`config.mk`:
```
export PLATFORM = sky130hd
export DESIGN_NAME = sine_wave_monitor_flat
export DESIGN_NICKNAME = d
export VERILOG_FILES = /design/src/rtl/sine_wave_pkg.sv /design/src/rtl/sine_wave_monitor_if.sv /design/src/rtl/zero_cross_detector.sv /design/src/rtl/sine_wave_monitor.sv /design/src/flat_wrapper.sv
export SDC_FILE = /design/constraint.sdc
export NUM_CORES = 1
export LEC_CHECK = 0
export CAP_MARGIN = 20
export CORE_ASPECT_RATIO = 0.5
export CORE_UTILIZATION = 55
export DETAILED_ROUTE_END_ITERATION = 6
export PLACE_DENSITY = 0.86
export SKIP_CTS_REPAIR_TIMING = 1
export SKIP_LAST_GASP = 1
export SYNTH_ARGS = -nofsm -noshare
export SYNTH_HDL_FRONTEND = slang
export SYNTH_SLANG_ARGS = --single-unit
```
`constraint.sdc`:
```
create_clock -name clk -period 5.4 [get_ports clk]
set_input_delay 0.81 -clock clk [delete_from_list [all_inputs] [get_ports clk]]
set_output_delay 0.81 -clock clk [all_outputs]
set_load 0.05 [all_outputs]
```
`src/rtl/sine_wave_pkg.sv`:
```
// sine_wave_pkg
// Shared types and constants for the sine wave generator/monitor pair.
//   sample_t        : signed 16-bit two's-complement sample
//   monitor_state_t : monitor FSM states (SEARCH, TRACK)
//   DEFAULT_HYST    : default negative arming threshold magnitude
package sine_wave_pkg;

  typedef logic signed [15:0] sample_t;

  typedef enum logic {
    SEARCH = 1'b0,
    TRACK  = 1'b1
  } monitor_state_t;

  localparam int DEFAULT_HYST = 16;

endpackage

```
`src/rtl/sine_wave_monitor_if.sv`:
```
// sine_wave_monitor_if
// Bundles the sample stream into the monitor and the measurement results out of it.
//   sample_in/sample_valid : sample stream, driven by the master
//   period                 : accepted-sample count of the last complete cycle
//   peak/trough            : signed max/min of the last complete cycle
//   amplitude              : unsigned peak minus trough (17 bits)
//   result_valid           : one-cycle pulse when the results update
//   locked/no_signal       : tracking status and sticky loss-of-signal flag
// The master modport belongs to the sample source; the slave modport belongs to the monitor.
interface sine_wave_monitor_if
  import sine_wave_pkg::*;
#(
  parameter int PERIOD_W = 24
) ();

  sample_t             sample_in;
  logic                sample_valid;
  logic [PERIOD_W-1:0] period;
  sample_t             peak;
  sample_t             trough;
  logic [16:0]         amplitude;
  logic                result_valid;
  logic                locked;
  logic                no_signal;

  modport master (
    output sample_in, sample_valid,
    input  period, peak, trough, amplitude, result_valid, locked, no_signal
  );

  modport slave (
    input  sample_in, sample_valid,
    output period, peak, trough, amplitude, result_valid, locked, no_signal
  );

endinterface

```
`src/rtl/zero_cross_detector.sv`:
```
// zero_cross_detector
// Hysteresis zero-crossing detector for the rising edge of a signed sample stream.
//   clk, rst : clock, asynchronous active-high reset
//   sample   : current sample
//   valid    : sample is accepted this cycle
//   disarm   : force the armed bit clear on this accepted sample
//   crossing : combinational strobe, high for the accepted sample that crosses zero
module zero_cross_detector
  import sine_wave_pkg::*;
#(
  parameter int HYST = DEFAULT_HYST
) (
  input  logic    clk,
  input  logic    rst,
  input  sample_t sample,
  input  logic    valid,
  input  logic    disarm,
  output logic    crossing
);

  localparam sample_t ARM_LEVEL = sample_t'(-HYST);

  logic armed;

  // A non-negative sample only counts as a crossing once the signal has dipped
  // clearly below zero, which rejects noise chattering around zero.
  assign crossing = valid && armed && !sample[15];

  // Armed bit: set by a sample below -HYST, cleared by the crossing that consumes it
  // or by an explicit disarm (loss of signal).
  always_ff @(posedge clk or posedge rst) begin
    if (rst) begin
      armed <= 1'b0;
    end else if (valid) begin
      if (crossing || disarm) begin
        armed <= 1'b0;
      end else if (sample < ARM_LEVEL) begin
        armed <= 1'b1;
      end
    end
  end

endmodule

```
`src/rtl/sine_wave_monitor.sv`:
```
// sine_wave_monitor
// Measures period, peak, trough and amplitude of a sampled sine wave, one result
// per complete cycle between rising zero crossings.
//   clk, rst : clock, asynchronous active-high reset
//   mon      : slave side of sine_wave_monitor_if (sample stream in, results out)
module sine_wave_monitor
  import sine_wave_pkg::*;
#(
  parameter int                  HYST     = DEFAULT_HYST,
  parameter int                  PERIOD_W = 24,
  parameter logic [PERIOD_W-1:0] TIMEOUT  = '1
) (
  input logic               clk,
  input logic               rst,
  sine_wave_monitor_if.slave mon
);

  monitor_state_t      state;
  logic [PERIOD_W-1:0] counter;
  sample_t             peak_acc;
  sample_t             trough_acc;
  logic                crossing;
  logic                timeout_hit;

  // Timeout only fires on a non-crossing sample, so a crossing arriving exactly
  // at the limit still completes the cycle.
  assign timeout_hit = mon.sample_valid && (state == TRACK) && !crossing &&
                       (counter == TIMEOUT);

  zero_cross_detector #(
    .HYST (HYST)
  ) u_detector (
    .clk      (clk),
    .rst      (rst),
    .sample   (mon.sample_in),
    .valid    (mon.sample_valid),
    .disarm   (timeout_hit),
    .crossing (crossing)
  );

  // Main FSM. The crossing sample opens the new cycle, so it seeds the counter
  // and accumulators instead of being folded into the cycle it just closed.
  // The first crossing after lock only starts measuring; results need a second one.
  always_ff @(posedge clk or posedge rst) begin
    if (rst) begin
      state            <= SEARCH;
      counter          <= '0;
      peak_acc         <= '0;
      trough_acc       <= '0;
      mon.period       <= '0;
      mon.peak         <= '0;
      mon.trough       <= '0;
      mon.amplitude    <= '0;
      mon.result_valid <= 1'b0;
      mon.locked       <= 1'b0;
      mon.no_signal    <= 1'b0;
    end else begin
      mon.result_valid <= 1'b0;
      if (crossing) begin
        state         <= TRACK;
        counter       <= PERIOD_W'(1);
        peak_acc      <= mon.sample_in;
        trough_acc    <= mon.sample_in;
        mon.no_signal <= 1'b0;
        if (state == TRACK) begin
          mon.period       <= counter;
          mon.peak         <= peak_acc;
          mon.trough       <= trough_acc;
          mon.amplitude    <= {peak_acc[15], peak_acc} - {trough_acc[15], trough_acc};
          mon.result_valid <= 1'b1;
          mon.locked       <= 1'b1;
        end
      end else if (timeout_hit) begin
        state         <= SEARCH;
        counter       <= '0;
        mon.locked    <= 1'b0;
        mon.no_signal <= 1'b1;
      end else if (mon.sample_valid && (state == TRACK)) begin
        counter <= counter + PERIOD_W'(1);
        if (mon.sample_in > peak_acc) begin
          peak_acc <= mon.sample_in;
        end
        if (mon.sample_in < trough_acc) begin
          trough_acc <= mon.sample_in;
        end
      end
    end
  end

endmodule

```
`src/flat_wrapper.sv`:
```
// flat-port wrapper written by rule: the top's interface ports become plain ports
module sine_wave_monitor_flat import sine_wave_pkg::*;
#(
  parameter int                  HYST     = DEFAULT_HYST,
  parameter int                  PERIOD_W = 24,
  parameter logic [PERIOD_W-1:0] TIMEOUT  = '1
)
  (clk, rst, mon_sample_in, mon_sample_valid, mon_period, mon_peak, mon_trough, mon_amplitude, mon_result_valid, mon_locked, mon_no_signal);
  sine_wave_monitor_if #(.PERIOD_W(PERIOD_W)) mon_i ();
  input logic clk;
  input logic rst;
  input wire logic [$bits(mon_i.sample_in)-1:0] mon_sample_in;
  input wire logic [$bits(mon_i.sample_valid)-1:0] mon_sample_valid;
  output wire logic [$bits(mon_i.period)-1:0] mon_period;
  output wire logic [$bits(mon_i.peak)-1:0] mon_peak;
  output wire logic [$bits(mon_i.trough)-1:0] mon_trough;
  output wire logic [$bits(mon_i.amplitude)-1:0] mon_amplitude;
  output wire logic [$bits(mon_i.result_valid)-1:0] mon_result_valid;
  output wire logic [$bits(mon_i.locked)-1:0] mon_locked;
  output wire logic [$bits(mon_i.no_signal)-1:0] mon_no_signal;
  assign mon_i.sample_in = mon_sample_in;
  assign mon_i.sample_valid = mon_sample_valid;
  assign mon_period = mon_i.period;
  assign mon_peak = mon_i.peak;
  assign mon_trough = mon_i.trough;
  assign mon_amplitude = mon_i.amplitude;
  assign mon_result_valid = mon_i.result_valid;
  assign mon_locked = mon_i.locked;
  assign mon_no_signal = mon_i.no_signal;
  sine_wave_monitor #(.HYST(HYST), .PERIOD_W(PERIOD_W), .TIMEOUT(TIMEOUT)) u_core (.clk(clk), .rst(rst), .mon(mon_i));
endmodule
```
==> results.sh, run 1 <==
export IMPL_powerDensity_nw_per_um2=672
export IMPL_hold_viol=0
export IMPL_n_antenna_cell=0
export IMPL_die_x_um=161
export IMPL_fin_nets=869
export IMPL_ir_worst_vdd_uv=367
export IMPL_hold_ws_ns=0.470
export IMPL_setup_viol=0
export IMPL_pre_cts_ws_ns=1.75
export IMPL_dr_total_vias=5550
export IMPL_grtUsageMet1=0.347
export IMPL_setup_tns_ns=0
export IMPL_finalPower_mw=5.81
export IMPL_synth_fp_nets=779
export IMPL_drive_above_1_share=0.0921
export IMPL_cts_buffers=17
export IMPL_reg2reg_depth=6
export IMPL_dieArea_um2=13100
export IMPL_wl_per_cell_um=17.2
export IMPL_syn_area_per_cell_um2=9.78
export IMPL_synth_flop_cell="dfrtp_1"
export IMPL_grt_overflow=0
export IMPL_port_buffers=94
export IMPL_row_count=28
export IMPL_grt_max_degree=75
export IMPL_grt_pass1_wl_um=28200
export IMPL_syn_inst=711
export IMPL_hold_depth=2
export IMPL_hp_class="reg -> reg"
export IMPL_cts_root_buffer="clkbuf_16"
export IMPL_synth_seq_cells=134
export IMPL_grt_use_total=0.278
export IMPL_drtAntennaViolNets=0
export IMPL_fin_cells=979
export IMPL_clk_latency_ns=0.43
export IMPL_period_minus_slack_ns=3.27
export IMPL_drtIter0Drc=425
export IMPL_fin_skew_ns=0.00824
export IMPL_finalInstanceArea_um2=8640
export IMPL_post_dp_cell_area_um2=8010
export IMPL_hold_end="u_core.mon.period[20]"
export IMPL_timing_rr_start="u_core.counter[5]"
export IMPL_busiest_layer="met2"
export IMPL_drv_cap=0
export IMPL_synth_seq_area_share=0.482
export IMPL_grtUsageMet3=0.0470
export IMPL_critPathMaxFanout=15
export IMPL_relSlewSlack=0.319
export IMPL_period_share=0.606
export IMPL_clkTransAtPathRegs_ns=0.06
export IMPL_initial_core_util=0.577
export IMPL_via_per_inst=5.67
export IMPL_slew_violations=0
export IMPL_dp_hpwl_um=11600
export IMPL_num_io_pins=95
export IMPL_cp_startpoint="mon_sample_valid"
export IMPL_crit_arrival_ns=3.58
export IMPL_final_common_cell="nand2_1"
export IMPL_syn2layout_area_growth_pct=24.3
export IMPL_r2r_setup_slack_ns=2.62
export IMPL_worstHoldStart="u_core.mon.period[20]"
export IMPL_coreArea_um2=12100
export IMPL_ys_warn_count=0
export IMPL_rsz0062_at_grt="no"
export IMPL_max_freq_mhz=306
export IMPL_finish_utilization=0.717
export IMPL_crit_type="in -> reg"
export IMPL_fin_ws_ns=2.13
export IMPL_die_h_um=81.5
export IMPL_grt_pass1_vias=5611
export IMPL_ys_types=55
export IMPL_worst_slew_pin_transition_ns=1.02
export IMPL_ys_async_sr_fraction=1.00
export IMPL_syn_area_um2=6950
export IMPL_crit_path_end_kind="register"
export IMPL_gp_congestion=0.937
export IMPL_antenna_found_initial=0
export IMPL_rr_endpoint="u_core.peak_acc[10]"
export IMPL_placedCellCount=947
export IMPL_final_cell_mix="151 x nand2_1, 134 x dfrtp_1, 94 x clkdlybuf4s50_1"
export IMPL_power_leakage_nw=4.10
export IMPL_cp_start_kind="input port"
export IMPL_grt_util_met2=0.491
export IMPL_drt_pass1_iter_count=5
export IMPL_synth_edf_count=0
export IMPL_cp_required_ns=5.71
export IMPL_fill_cells=874
export IMPL_cts_sinks=134
export IMPL_routed_wl_um=16800
export IMPL_status="complete, no violations"
export IMPL_drc_errors=0
export IMPL_ctsLongestPathBuffers=2
export IMPL_cts_tree="done"
export IMPL_cts_max_level=4
critical path, stage by stage:
cell and delay, ns:
clkdlybuf4s50_1 0.66, and3b_4 0.29, nor4_4 0.05, a31oi_2 0.31, nand3_1 0.20, o21ai_2 0.83
mux2_2 0.42
power by group:
part	total [mW]	internal (mW)	switching (mW)
sequential	1.57	1.34	0.238
combinational	2.97	1.10	1.87
clock	1.26	0.790	0.471
layer usage:
layer	up-vias	share of wire
met2	176	0.49
met3	36	0.053
li1	2608	-
met1	2730	0.44
met5	-	0
met4	0	0.021
cell families (layout without fill, tap and decap cells):
group                      count (synthesis)  in the layout  share of synthesized area
buffers and inverters                     70            173                     0.0426
AOI/OAI and AO/OA                        129            129                      0.113
and+or+nand+nor                          267            267                      0.174
DFF                                      134            134                      0.482
muxes                                     33             33                     0.0619
xor gates and xnor gates                  29             29                     0.0365
adders and majority gates                 49             49                     0.0893
registers in the layout, indices dropped and copies added (netlist names):
name and cells:
u_core.counter 24, u_core.mon.trough 16, u_core.mon.locked 1, u_core.mon.no_signal 1
u_core.mon.result_valid 1, u_core.mon.period 24, u_core.u_detector.armed 1, u_core.mon.amplitude 17
u_core.mon.peak 16, u_core.peak_acc 16, u_core.trough_acc 16, u_core.state 1
cells in the mapped netlist (3+ instances only):
| cell type | instances | area (um2) |
|---|---|---|
| mux2_4 | 17 | 255 |
| nand2_1 | 151 | 567 |
| clkbuf_1 | 19 | 71.3 |
| a21oi_1 | 25 | 125 |
| o211ai_1 | 4 | 30.0 |
| ha_1 | 48 | 601 |
| a211oi_1 | 6 | 45.0 |
| mux2_2 | 12 | 135 |
| a21boi_0 | 3 | 22.5 |
| o21ai_0 | 62 | 310 |
| a31oi_1 | 3 | 18.8 |
| nor2_1 | 37 | 139 |
| xnor2_1 | 7 | 61.3 |
| nand2b_1 | 6 | 37.5 |
| and4_1 | 6 | 52.6 |
| a21o_1 | 5 | 37.5 |
| and2_1 | 4 | 25.0 |
| or3_1 | 4 | 25.0 |
| nand3_1 | 19 | 95.1 |
| o21a_1 | 3 | 22.5 |
| mux2i_1 | 4 | 40.0 |
| xor2_1 | 22 | 193 |
| nor3_1 | 6 | 30.0 |
| dfrtp_1 | 134 | 3350 |
| nand4_1 | 20 | 125 |
| and3_1 | 4 | 25.0 |
| inv_1 | 44 | 165 |
final cells by class:
class / instances / area [um2] / share of cell area
tap: 165 / 206 / 0.0239
multi-input combinational: 507 / 3320 / 0.384
clock inverter: 14 / 196 / 0.0227
inverter: 44 / 168 / 0.0194
clock buffer: 18 / 439 / 0.0508
sequential: 134 / 3350 / 0.388
timing repair buffer: 97 / 963 / 0.111
worst max-delay path by stage:
stage	slack, ns	depth (start not counted)	end
4_1_cts	2.18	8	u_core.peak_acc[10]
3_3_place_gp	1.78	7	u_core.peak_acc[12]
2_1_floorplan	1.01	1	u_core.counter[0]
5_1_grt	1.97	7	u_core.peak_acc[10]
3_5_place_dp	1.75	7	u_core.peak_acc[10]
6_report	2.13	7	u_core.peak_acc[10]
Power figures use the tool's default switching activity.
==> run 2: changes to the inputs <==
==> constraint.sdc (replaced) <==
create_clock -name clk -period 3.1 [get_ports clk]
set_input_delay 0.465 -clock clk [delete_from_list [all_inputs] [get_ports clk]]
set_output_delay 0.465 -clock clk [all_outputs]
set_load 0.05 [all_outputs]
==> results.sh, run 2 (synthesized netlist as in run 1, its figures left out) <==
export IMPL_drv_cap=0
export IMPL_cp_slowest_cell="o21ai_2"
export IMPL_grt_pass1_vias=5507
export IMPL_relSlewSlack=0.327
export IMPL_clockPowerShare=0.196
export IMPL_status="complete, no violations"
export IMPL_ctsLongestPathBuffers=2
export IMPL_reg2reg_depth=6
export IMPL_drtIter0Drc=389
export IMPL_initial_core_util=0.577
export IMPL_antenna_found_initial=0
export IMPL_clkTransAtPathRegs_ns=0.06
export IMPL_dr_total_vias=5577
export IMPL_die_h_um=81.5
export IMPL_fin_skew_ns=0.00983
export IMPL_drive_above_1_share=0.120
export IMPL_wl_met3_um=793
export IMPL_period_minus_slack_ns=2.73
export IMPL_powerDensity_nw_per_um2=1120
export IMPL_fill_cells=867
export IMPL_crit_path_max_incr_delay_ns=0.81
export IMPL_port_buffers=94
export IMPL_crit_cells=7
export IMPL_dp_hpwl_um=11600
export IMPL_seqPwrFrac=0.278
export IMPL_n_antenna_cell=0
export IMPL_cts_buffers=17
export IMPL_grt_max_degree=58
export IMPL_grt_use_total=0.264
export IMPL_top_layer="met4"
export IMPL_cts_sinks=134
export IMPL_drc_errors=0
export IMPL_hold_viol=0
export IMPL_drt_met1_wl_um=7400
export IMPL_cts_max_level=4
export IMPL_cts_tree="done"
export IMPL_power_leakage_nw=4.19
export IMPL_met2_wirelength_um=7790
export IMPL_crit_arrival_ns=3.03
export IMPL_via_per_inst=5.55
export IMPL_cts_root_buffer="clkbuf_16"
export IMPL_multiInputGateArea_um2=3320
export IMPL_regArea_um2=3350
export IMPL_final_cell_mix="151 x nand2_1, 134 x dfrtp_1, 94 x clkdlybuf4s50_1"
export IMPL_crit_type="in -> reg"
export IMPL_period_share=0.882
export IMPL_hp_class="in -> async"
export IMPL_cp_start_kind="input port"
export IMPL_max_freq_mhz=366
export IMPL_post_dp_cell_area_um2=8230
export IMPL_fin_ws_ns=0.367
export IMPL_gp_congestion=0.891
export IMPL_cp_top_family="compound AO/OA/AOI/OAI gates"
export IMPL_pwr_share_comb=0.526
export IMPL_routed_wl_um=16200
export IMPL_path_cells="clkdlybuf4s50_1 > and3b_4 > nor4_4 > a31oi_2 > nand3_1 > o21ai_2 > mux2_2"
export IMPL_finalInstanceArea_um2=8800
export IMPL_grt_pass1_wl_um=26900
export IMPL_setup_viol=0
export IMPL_switching_share=0.449
export IMPL_crit_path_end_kind="register"
export IMPL_num_io_pins=95
export IMPL_coreArea_um2=12100
export IMPL_clk_latency_ns=0.42
export IMPL_critPathMaxFanout=15
export IMPL_fin_nets=895
export IMPL_syn2layout_area_growth_pct=26.5
export IMPL_row_count=28
export IMPL_finish_utilization=0.730
export IMPL_intPower_mw=5.41
export IMPL_worstPathBufferInverterCount=1
export IMPL_largestRegisters="u_core.counter x24, u_core.mon.period x24, u_core.mon.amplitude x17"
export IMPL_ir_worst_vdd_uv=687
export IMPL_drtAntennaViolNets=0
export IMPL_final_common_cell="nand2_1"
export IMPL_dieArea_um2=13100
export IMPL_pre_cts_ws_ns=-0.0304
export IMPL_slew_violations=0
export IMPL_worst_slew_pin_transition_ns=1.01
export IMPL_drt_pass1_iter_count=5
export IMPL_die_x_um=161
export IMPL_grt_overflow=0
export IMPL_rsz0062_at_grt="no"
export IMPL_wl_per_cell_um=16.2
export IMPL_netSwitchingPower_mw=4.40
export IMPL_cp_required_ns=3.40
## run 2: cell count changes in the layout (fill, tap and decap cells not counted)
cell	previous run	this run
buf_12	0	2
buf_4	3	27
clkinvlp_4	0	4
inv_6	4	2
inv_4	1	0
bufinv_16	4	1
clkinv_4	3	5
## run 2: metrics by stage
step / TNS [ns] / power [mW] / cells / hold slack, ns
floorplan: 0 / 6.34 / 711 / 0.474
finish: 0 / 9.81 / 1005 / 0.400
global route: 0 / 10.4 / 1005 / 0.439
CTS: 0 / 9.82 / 1005 / 0.408
global placement: 0 / 7.67 / 973 / 0.461
detailed placement: -0.119 / 7.82 / 973 / 0.462
## run 2: routing by layer
layer	vias up	global-route usage
li1	2671	-
met1	2712	0.345
met2	168	0.449
met3	26	0.0561
met4	0	0.0868
met5	-	0
## run 2: power groups by stage
stage / Combinational [mW] / Sequential, mW / Clock [mW]
floorplan: 2.51 / 3.83 / 0
detailed placement: 5.08 / 2.74 / 0
finish: 5.16 / 2.72 / 1.93
global placement: 4.96 / 2.72 / 0
global route: 5.59 / 2.79 / 2.03
CTS: 5.15 / 2.72 / 1.95
## run 2: worst paths after layout
| kind | start | endpoint | slack, ns |
|---|---|---|---|
| max in group asynchronous | rst | u_core.peak_acc[4] | 1.99 |
| min in group clk | u_core.mon.period[23] | u_core.mon.period[23] | 0.48 |
| min reg2reg | u_core.mon.period[23] | u_core.mon.period[23] | 0.48 |
| min | rst | u_core.counter[15] | 0.40 |
| max | mon_sample_in[15] | u_core.peak_acc[14] | 0.37 |
| max reg2reg | u_core.counter[4] | u_core.peak_acc[14] | 0.38 |
## run 2: cell type report
class	instances	share of cell area
Multi-Input combinational cell	507	0.377
Sequential cell	134	0.381
Clock buffer	18	0.0499
Clock inverter	14	0.0147
Timing Repair Buffer	123	0.135
Inverter	44	0.0192
Tap cell	165	0.0235
## run 2: worst reg2reg max path: stages, from the launching register on
cell	delay [ns]
dfrtp_1	0.42
and4_1	0.23
and2_1	0.27
a31oi_2	0.29
nand3_1	0.16
o21ai_2	0.81
mux2_2	0.42
==> run 3: changes to the inputs <==
--- a/config.mk
+++ b/config.mk
@@ -8,6 +8,7 @@
 export CAP_MARGIN = 20
 export CORE_ASPECT_RATIO = 0.5
 export CORE_UTILIZATION = 55
+export CTS_CLUSTER_DIAMETER = 200
 export DETAILED_ROUTE_END_ITERATION = 6
 export PLACE_DENSITY = 0.86
 export SKIP_CTS_REPAIR_TIMING = 1
==> results of run 3 <==
Final layout, timing and power as in run 2 (identical DEF).
